## src/rtl/branch_resolve_unit_if.sv

```systemverilog
// Issue/result bus of the branch resolve unit.
//   in_*  : op from issue (valid/ready), operands, fetch prediction, ROB tag
//   out_* : resolved result to writeback/redirect (valid/ready)
// master = issue/writeback side, slave = branch_resolve_unit.
interface branch_resolve_unit_if #(
   parameter int XLEN  = 32,
   parameter int TAG_W = 5
);
   logic             in_valid;
   logic             in_ready;
   logic [1:0]       in_op;
   logic [2:0]       in_cmp;
   logic [XLEN-1:0]  in_pc;
   logic [XLEN-1:0]  in_rs1;
   logic [XLEN-1:0]  in_rs2;
   logic [XLEN-1:0]  in_imm;
   logic             in_pred_taken;
   logic [XLEN-1:0]  in_pred_target;
   logic [TAG_W-1:0] in_tag;

   logic             out_valid;
   logic             out_ready;
   logic [TAG_W-1:0] out_tag;
   logic             out_taken;
   logic [XLEN-1:0]  out_next_pc;
   logic [XLEN-1:0]  out_link;
   logic             out_mispredict;
   logic             out_misaligned;

   modport master (
      output in_valid, in_op, in_cmp, in_pc, in_rs1, in_rs2, in_imm,
             in_pred_taken, in_pred_target, in_tag, out_ready,
      input  in_ready, out_valid, out_tag, out_taken, out_next_pc, out_link,
             out_mispredict, out_misaligned
   );

   modport slave (
      input  in_valid, in_op, in_cmp, in_pc, in_rs1, in_rs2, in_imm,
             in_pred_taken, in_pred_target, in_tag, out_ready,
      output in_ready, out_valid, out_tag, out_taken, out_next_pc, out_link,
             out_mispredict, out_misaligned
   );
endinterface

```

## src/rtl/branch_resolve_unit.sv

```systemverilog
// Two-stage branch/JAL/JALR resolve unit.
//   S1 registers the issued op, S2 registers the resolved result.
// Ports:
//   clk, rst            : clock, synchronous active-high reset
//   flush               : kill every in-flight op
//   bus (slave)         : issue handshake in, result handshake out
//   perf_branches       : resolved ops delivered
//   perf_mispredicts    : delivered ops that needed a redirect
// Compare encoding {unsigned_cmp, branch_cond}: cond 00 EQ, 01 NE, 10 LT, 11 GE;
// unsigned_cmp selects LTU/GEU and is ignored for EQ/NE.

module branch_compare #(
   parameter int XLEN = 32
) (
   input  logic [XLEN-1:0] a_i,
   input  logic [XLEN-1:0] b_i,
   input  logic            unsigned_i,
   input  logic [1:0]      cond_i,
   output logic            taken_o
);
   logic lt;

   assign lt = unsigned_i ? (a_i < b_i) : ($signed(a_i) < $signed(b_i));

   always_comb begin
      case (cond_i)
         2'b00:   taken_o = (a_i == b_i);
         2'b01:   taken_o = (a_i != b_i);
         2'b10:   taken_o = lt;
         default: taken_o = !lt;
      endcase
   end
endmodule

module branch_resolve_unit #(
   parameter int XLEN  = 32,
   parameter int TAG_W = 5
) (
   input  logic                 clk,
   input  logic                 rst,
   input  logic                 flush,
   branch_resolve_unit_if.slave bus,
   output logic [31:0]          perf_branches,
   output logic [31:0]          perf_mispredicts
);
   localparam logic [1:0] OP_JAL  = 2'b01;
   localparam logic [1:0] OP_JALR = 2'b10;

   typedef struct packed {
      logic       unsigned_cmp;
      logic [1:0] branch_cond;
   } branch_compare_params_t;

   typedef struct packed {
      logic [1:0]             op;
      branch_compare_params_t cmp;
      logic [XLEN-1:0]        pc;
      logic [XLEN-1:0]        rs1;
      logic [XLEN-1:0]        rs2;
      logic [XLEN-1:0]        imm;
      logic                   pred_taken;
      logic [XLEN-1:0]        pred_target;
      logic [TAG_W-1:0]       tag;
   } s1_t;

   typedef struct packed {
      logic [TAG_W-1:0] tag;
      logic             taken;
      logic [XLEN-1:0]  next_pc;
      logic [XLEN-1:0]  link;
      logic             mispredict;
      logic             misaligned;
   } s2_t;

   logic            s1_valid_q, s1_valid_d;
   logic            s2_valid_q, s2_valid_d;
   s1_t             s1_q, s1_d;
   s2_t             s2_q, s2_d, s2_eval;
   logic [31:0]     perf_br_q, perf_br_d;
   logic [31:0]     perf_mp_q, perf_mp_d;
   logic            s1_advance, in_ready, out_fire, cmp_taken;
   logic [XLEN-1:0] tgt_sum, target;

   assign s1_advance = s1_valid_q && (!s2_valid_q || bus.out_ready);
   assign in_ready   = !s1_valid_q || s1_advance;
   // A result handshaked on a flush cycle is delivered but not counted.
   assign out_fire   = s2_valid_q && bus.out_ready && !flush;

   branch_compare #(.XLEN(XLEN)) u_cmp (
      .a_i        (s1_q.rs1),
      .b_i        (s1_q.rs2),
      .unsigned_i (s1_q.cmp.unsigned_cmp),
      .cond_i     (s1_q.cmp.branch_cond),
      .taken_o    (cmp_taken)
   );

   // Resolve the op sitting in S1.
   always_comb begin
      s2_eval = '0;
      s2_eval.tag   = s1_q.tag;
      // Reserved op code resolves like a conditional branch.
      s2_eval.taken = (s1_q.op == OP_JAL) || (s1_q.op == OP_JALR) || cmp_taken;
      tgt_sum = ((s1_q.op == OP_JALR) ? s1_q.rs1 : s1_q.pc) + s1_q.imm;
      target  = tgt_sum;
      if (s1_q.op == OP_JALR) target[0] = 1'b0;
      s2_eval.link       = s1_q.pc + XLEN'(4);
      s2_eval.next_pc    = s2_eval.taken ? target : s2_eval.link;
      s2_eval.misaligned = s2_eval.taken && target[1];
      // A misaligned target traps instead of redirecting.
      s2_eval.mispredict = !s2_eval.misaligned &&
                           ((s2_eval.taken != s1_q.pred_taken) ||
                            (s2_eval.taken && (target != s1_q.pred_target)));
   end

   always_comb begin
      s1_valid_d = s1_valid_q;
      s1_d       = s1_q;
      s2_valid_d = s2_valid_q;
      s2_d       = s2_q;
      perf_br_d  = perf_br_q;
      perf_mp_d  = perf_mp_q;

      if (in_ready) begin
         s1_valid_d = bus.in_valid;
         if (bus.in_valid) begin
            s1_d.op                   = bus.in_op;
            s1_d.cmp.unsigned_cmp     = bus.in_cmp[2];
            s1_d.cmp.branch_cond      = bus.in_cmp[1:0];
            s1_d.pc                   = bus.in_pc;
            s1_d.rs1                  = bus.in_rs1;
            s1_d.rs2                  = bus.in_rs2;
            s1_d.imm                  = bus.in_imm;
            s1_d.pred_taken           = bus.in_pred_taken;
            s1_d.pred_target          = bus.in_pred_target;
            s1_d.tag                  = bus.in_tag;
         end
      end

      // S2 is free when empty or draining this cycle; it then takes whatever S1 holds.
      if (!s2_valid_q || bus.out_ready) begin
         s2_valid_d = s1_valid_q;
         if (s1_valid_q) s2_d = s2_eval;
      end

      if (out_fire) begin
         perf_br_d = perf_br_q + 32'd1;
         if (s2_q.mispredict) perf_mp_d = perf_mp_q + 32'd1;
      end

      if (flush) begin
         s1_valid_d = 1'b0;
         s2_valid_d = 1'b0;
      end
   end

   always_ff @(posedge clk) begin
      if (rst) begin
         s1_valid_q <= 1'b0;
         s2_valid_q <= 1'b0;
         s1_q       <= '0;
         s2_q       <= '0;
         perf_br_q  <= '0;
         perf_mp_q  <= '0;
      end else begin
         s1_valid_q <= s1_valid_d;
         s2_valid_q <= s2_valid_d;
         s1_q       <= s1_d;
         s2_q       <= s2_d;
         perf_br_q  <= perf_br_d;
         perf_mp_q  <= perf_mp_d;
      end
   end

   assign bus.in_ready       = in_ready;
   assign bus.out_valid      = s2_valid_q;
   assign bus.out_tag        = s2_q.tag;
   assign bus.out_taken      = s2_q.taken;
   assign bus.out_next_pc    = s2_q.next_pc;
   assign bus.out_link       = s2_q.link;
   assign bus.out_mispredict = s2_q.mispredict;
   assign bus.out_misaligned = s2_q.misaligned;
   assign perf_branches      = perf_br_q;
   assign perf_mispredicts   = perf_mp_q;
endmodule
```

## src/flat_wrapper.sv

```systemverilog
// flat-port wrapper written by rule: the top's interface ports become plain ports
module branch_resolve_unit_flat 
#(
   parameter int XLEN  = 32,
   parameter int TAG_W = 5
)
  (clk, rst, flush, perf_branches, perf_mispredicts, bus_in_valid, bus_in_op, bus_in_cmp, bus_in_pc, bus_in_rs1, bus_in_rs2, bus_in_imm, bus_in_pred_taken, bus_in_pred_target, bus_in_tag, bus_out_ready, bus_in_ready, bus_out_valid, bus_out_tag, bus_out_taken, bus_out_next_pc, bus_out_link, bus_out_mispredict, bus_out_misaligned);
  branch_resolve_unit_if #(.XLEN(XLEN), .TAG_W(TAG_W)) bus_i ();
  input  logic clk;
  input  logic rst;
  input  logic flush;
  output logic [31:0] perf_branches;
  output logic [31:0] perf_mispredicts;
  input wire logic [$bits(bus_i.in_valid)-1:0] bus_in_valid;
  input wire logic [$bits(bus_i.in_op)-1:0] bus_in_op;
  input wire logic [$bits(bus_i.in_cmp)-1:0] bus_in_cmp;
  input wire logic [$bits(bus_i.in_pc)-1:0] bus_in_pc;
  input wire logic [$bits(bus_i.in_rs1)-1:0] bus_in_rs1;
  input wire logic [$bits(bus_i.in_rs2)-1:0] bus_in_rs2;
  input wire logic [$bits(bus_i.in_imm)-1:0] bus_in_imm;
  input wire logic [$bits(bus_i.in_pred_taken)-1:0] bus_in_pred_taken;
  input wire logic [$bits(bus_i.in_pred_target)-1:0] bus_in_pred_target;
  input wire logic [$bits(bus_i.in_tag)-1:0] bus_in_tag;
  input wire logic [$bits(bus_i.out_ready)-1:0] bus_out_ready;
  output wire logic [$bits(bus_i.in_ready)-1:0] bus_in_ready;
  output wire logic [$bits(bus_i.out_valid)-1:0] bus_out_valid;
  output wire logic [$bits(bus_i.out_tag)-1:0] bus_out_tag;
  output wire logic [$bits(bus_i.out_taken)-1:0] bus_out_taken;
  output wire logic [$bits(bus_i.out_next_pc)-1:0] bus_out_next_pc;
  output wire logic [$bits(bus_i.out_link)-1:0] bus_out_link;
  output wire logic [$bits(bus_i.out_mispredict)-1:0] bus_out_mispredict;
  output wire logic [$bits(bus_i.out_misaligned)-1:0] bus_out_misaligned;
  assign bus_i.in_valid = bus_in_valid;
  assign bus_i.in_op = bus_in_op;
  assign bus_i.in_cmp = bus_in_cmp;
  assign bus_i.in_pc = bus_in_pc;
  assign bus_i.in_rs1 = bus_in_rs1;
  assign bus_i.in_rs2 = bus_in_rs2;
  assign bus_i.in_imm = bus_in_imm;
  assign bus_i.in_pred_taken = bus_in_pred_taken;
  assign bus_i.in_pred_target = bus_in_pred_target;
  assign bus_i.in_tag = bus_in_tag;
  assign bus_i.out_ready = bus_out_ready;
  assign bus_in_ready = bus_i.in_ready;
  assign bus_out_valid = bus_i.out_valid;
  assign bus_out_tag = bus_i.out_tag;
  assign bus_out_taken = bus_i.out_taken;
  assign bus_out_next_pc = bus_i.out_next_pc;
  assign bus_out_link = bus_i.out_link;
  assign bus_out_mispredict = bus_i.out_mispredict;
  assign bus_out_misaligned = bus_i.out_misaligned;
  branch_resolve_unit #(.XLEN(XLEN), .TAG_W(TAG_W)) u_core (.clk(clk), .rst(rst), .flush(flush), .bus(bus_i), .perf_branches(perf_branches), .perf_mispredicts(perf_mispredicts));
endmodule
```

## config.mk

```make
export PLATFORM = sky130hd
export DESIGN_NAME = branch_resolve_unit_flat
export DESIGN_NICKNAME = d
export VERILOG_FILES = /design/src/rtl/branch_resolve_unit_if.sv /design/src/rtl/branch_resolve_unit.sv /design/src/flat_wrapper.sv
export SDC_FILE = /design/constraint.sdc
export NUM_CORES = 1
export LEC_CHECK = 0
export BUFFER_PORTS_ARGS = -buffer_cell sky130_fd_sc_hd__buf_2
export CAP_MARGIN = 20
export CORE_ASPECT_RATIO = 1.2
export CORE_MARGIN = 8
export CORE_UTILIZATION = 50
export CTS_CLUSTER_DIAMETER = 60
export CTS_CLUSTER_SIZE = 28
export DETAILED_ROUTE_END_ITERATION = 10
export PLACE_DENSITY = 0.8
export SLEW_MARGIN = 40
export SYNTH_ARGS = -nofsm -noshare
export SYNTH_HDL_FRONTEND = slang
export SYNTH_SLANG_ARGS = --single-unit
```

## constraint.sdc

```tcl
create_clock -name clk -period 4.8 [get_ports clk]
set_input_delay 0.96 -clock clk [delete_from_list [all_inputs] [get_ports clk]]
set_output_delay 0.96 -clock clk [all_outputs]
set_load 0.02 [all_outputs]
```

==> results.ini <==
[setup_path]
required_ps=5210
crit_path_end_kind=register
crit_fanout=22
crit_arrival_ps=5030
crit_type=register to register
critPathLaunchType=register
rr_worst_depth=14

[place]
port_buffers=313
dpl.hpwl_mm=42.8
pre_cts_slack_ps=229
place_congestion=0.970
placed_area_um2=17700

[yosys]
yosys_warnings=0
synth.distinct_cells=70
synth_edf_count=0
synth_cells=2003
synth-seq-area-share_pct=39.5
yosys.area.top_type=dfxtp_1
synth_async_sr_flop_share_pct=0
synth_area_um2=15700
synth.area.top_cells=dfxtp_1, nand2_1, a21oi_1, ha_1, nor2_1
synth.top_cell.area_share_pct=39.5
yosys_most_used_dff=dfxtp_1
postSynthAreaPerCell_um2=7.82
ys_ff_latch=309
synth_nets=2252

[global_route]
grtUsageTotal_pct=27.6
grt_pass1_wl_mm=81.8
grt_max_degree=161
grt_pass1_vias=14600
grt.overflow.total=0
grt_antenna_before_repair=0

[detailed_routing]
routed_wl_mm=53.7
dr_total_vias=15000
drc=0
vias_per_cell=5.59
antenna_left=0
wl_per_cell_um=20.1
drtIter0Drc=1100
first_pass_iters=5

[floorplan]
die_w_um=178
num_rows=71
die_area_um2=37300
die_h_um=210
core_area_um2=31100
ios=314
start_util_pct=50.4

[sta]
setup_viol=0
fin_skew_ps=28.9
tns_ps=0
min_period_over_period_pct=96.2
relSlewSlack_pct=48.7
final.min_clock_period_ps=4620
fmax_mhz=216
drv_slew=0
hold_viol=0
worst_pin_slew_ps=770
layout_setup_ws_ps=180
whs_ps=456
rsz0062_at_grt=no

[finish]
drive_above_1_share_pct=19.2
fin_nets=2509
stdcell_area_um2=18600
post-route-util_pct=59.7
area_delta_synth_final_pct=18.6
mostFrequentLayoutCells=nand2_1, buf_2, dfxtp_1, a21oi_1, nor2_1
layout_commonest_cell=nand2_1
diodes=0

[power_and_ir_drop]
power_density_nw_per_um2=320
p_seq_share_pct=46.7
internal-power_mw=4.13
vdd_drop_max_mv=0.328
p_clk_share_pct=37.1
p_leak_nw=7.95
switching_power_mw=1.81
power_frac_comb_pct=16.2
netSwitchingFraction_pct=30.5

[min_path]
whs_path_depth=2
hold_path.class=register to register

[clock_tree]
post_cts_buffers=0
cts.clk_slew.worst_paths_ps=90
cts-root-buf=clkbuf_16
cts_tree=built
cts_buffers=23
cts.sinks=309
clockBufferDepth=3
insertion_delay_ps=550
htree_levels=1

[run_status]
status=finished, final reports clean

[job]
drv_cap=0

## per-stage QoR
step                total power, mW  std cells
floorplan                      3.40       2003
global placement               3.77       2635
detailed placement             3.78       2635
CTS                            5.97       2676
global route                   6.17       2677
finish                         5.94       2677
## cell families (layout without fill, tap and decap cells)
group,count (synthesis),after routing,share of synthesized area (%)
muxes,58,58,4.02
and+or+nand+nor,840,840,23.1
AOI/OAI and AO/OA,415,415,15.6
xor gates and xnor gates,137,137,7.66
buffers and inverters,171,444,4.20
adders and majority gates,73,73,5.88
DFF,309,309,39.5
## final cells by class
type                    instances  area [µm²]
multi-input cells            1523        8870
well taps                     401         502
flip-flops and latches        309        6190
clock buffers                  24         579
repair buffers                350        1930
inverters                      53         199
clock inverters                17         297
fillers                      2797       12500
## power by group through the flow
| stage | clock network [mW] | logic (mW) | registers, mW |
|---|---|---|---|
| 6_report | 2.21 | 0.965 | 2.78 |
| 3_5_place_dp | 0 | 0.945 | 2.83 |
| 2_1_floorplan | 0 | 0.587 | 2.82 |
| 3_3_place_gp | 0 | 0.934 | 2.83 |
| 5_1_grt | 2.33 | 1.05 | 2.79 |
| 4_1_cts | 2.24 | 0.951 | 2.77 |
## state kept, by name (all words and copies together) (netlist names)
register / count
u_core.bus.out_misaligned: 1
u_core.perf_branches: 32
u_core.bus.out_taken: 1
u_core.bus.out_mispredict: 1
u_core.bus.out_next_pc: 32
u_core.bus.out_tag: 5
u_core.perf_mispredicts: 32
u_core.s1_valid_q: 1
u_core.bus.out_link: 32
u_core.s1_q: 171
u_core.bus.out_valid: 1
## Yosys cell counts (36+ instances only)
| master | count |
|---|---|
| a211oi_1 | 39 |
| nand3_1 | 36 |
| clkbuf_1 | 102 |
| a21oi_1 | 253 |
| xor2_1 | 72 |
| dfxtp_1 | 309 |
| nand2_1 | 470 |
| xnor2_1 | 65 |
| nor2_1 | 173 |
| ha_1 | 72 |
| o21ai_0 | 42 |
| inv_1 | 53 |
## critical path, stage by stage, from the launching register on
cell and delay [ps]:
dfxtp_1 320, inv_1 90, ha_1 280, buf_12 210, mux2_2 360, ha_1 360, xor2_1 400, nor2_1 180
a2111oi_4 400, nand4_1 120, or4_1 520, or4_1 510, or4_1 450, nor4_2 150, a31oi_1 110
## final timing paths
check | from | to | slack (ps)
min reg2reg | u_core.bus.out_next_pc[21] | u_core.bus.out_next_pc[21] | 460
min | u_core.bus.out_next_pc[21] | u_core.bus.out_next_pc[21] | 460
max | u_core.s1_q[169] | u_core.bus.out_mispredict | 180
max reg2reg | u_core.s1_q[169] | u_core.bus.out_mispredict | 180
## per-layer routing
layer,part of all wire (%),track usage [%],up-vias
li1,-,-,7308
met1,42,35.1,7049
met2,48,46.9,509
met3,6.5,3.92,89
met4,3.6,9.87,0
met5,0,0,-
## timing repair
| item | 4_1_cts | 5_1_grt |
|---|---|---|
| endpoints found under the setup margin | 0 | 1 |
| hold buffers | 0 | 0 |
| gates resized for setup | 0 | 5 |
No activity file was read; power rests on OpenSTA's default activity.
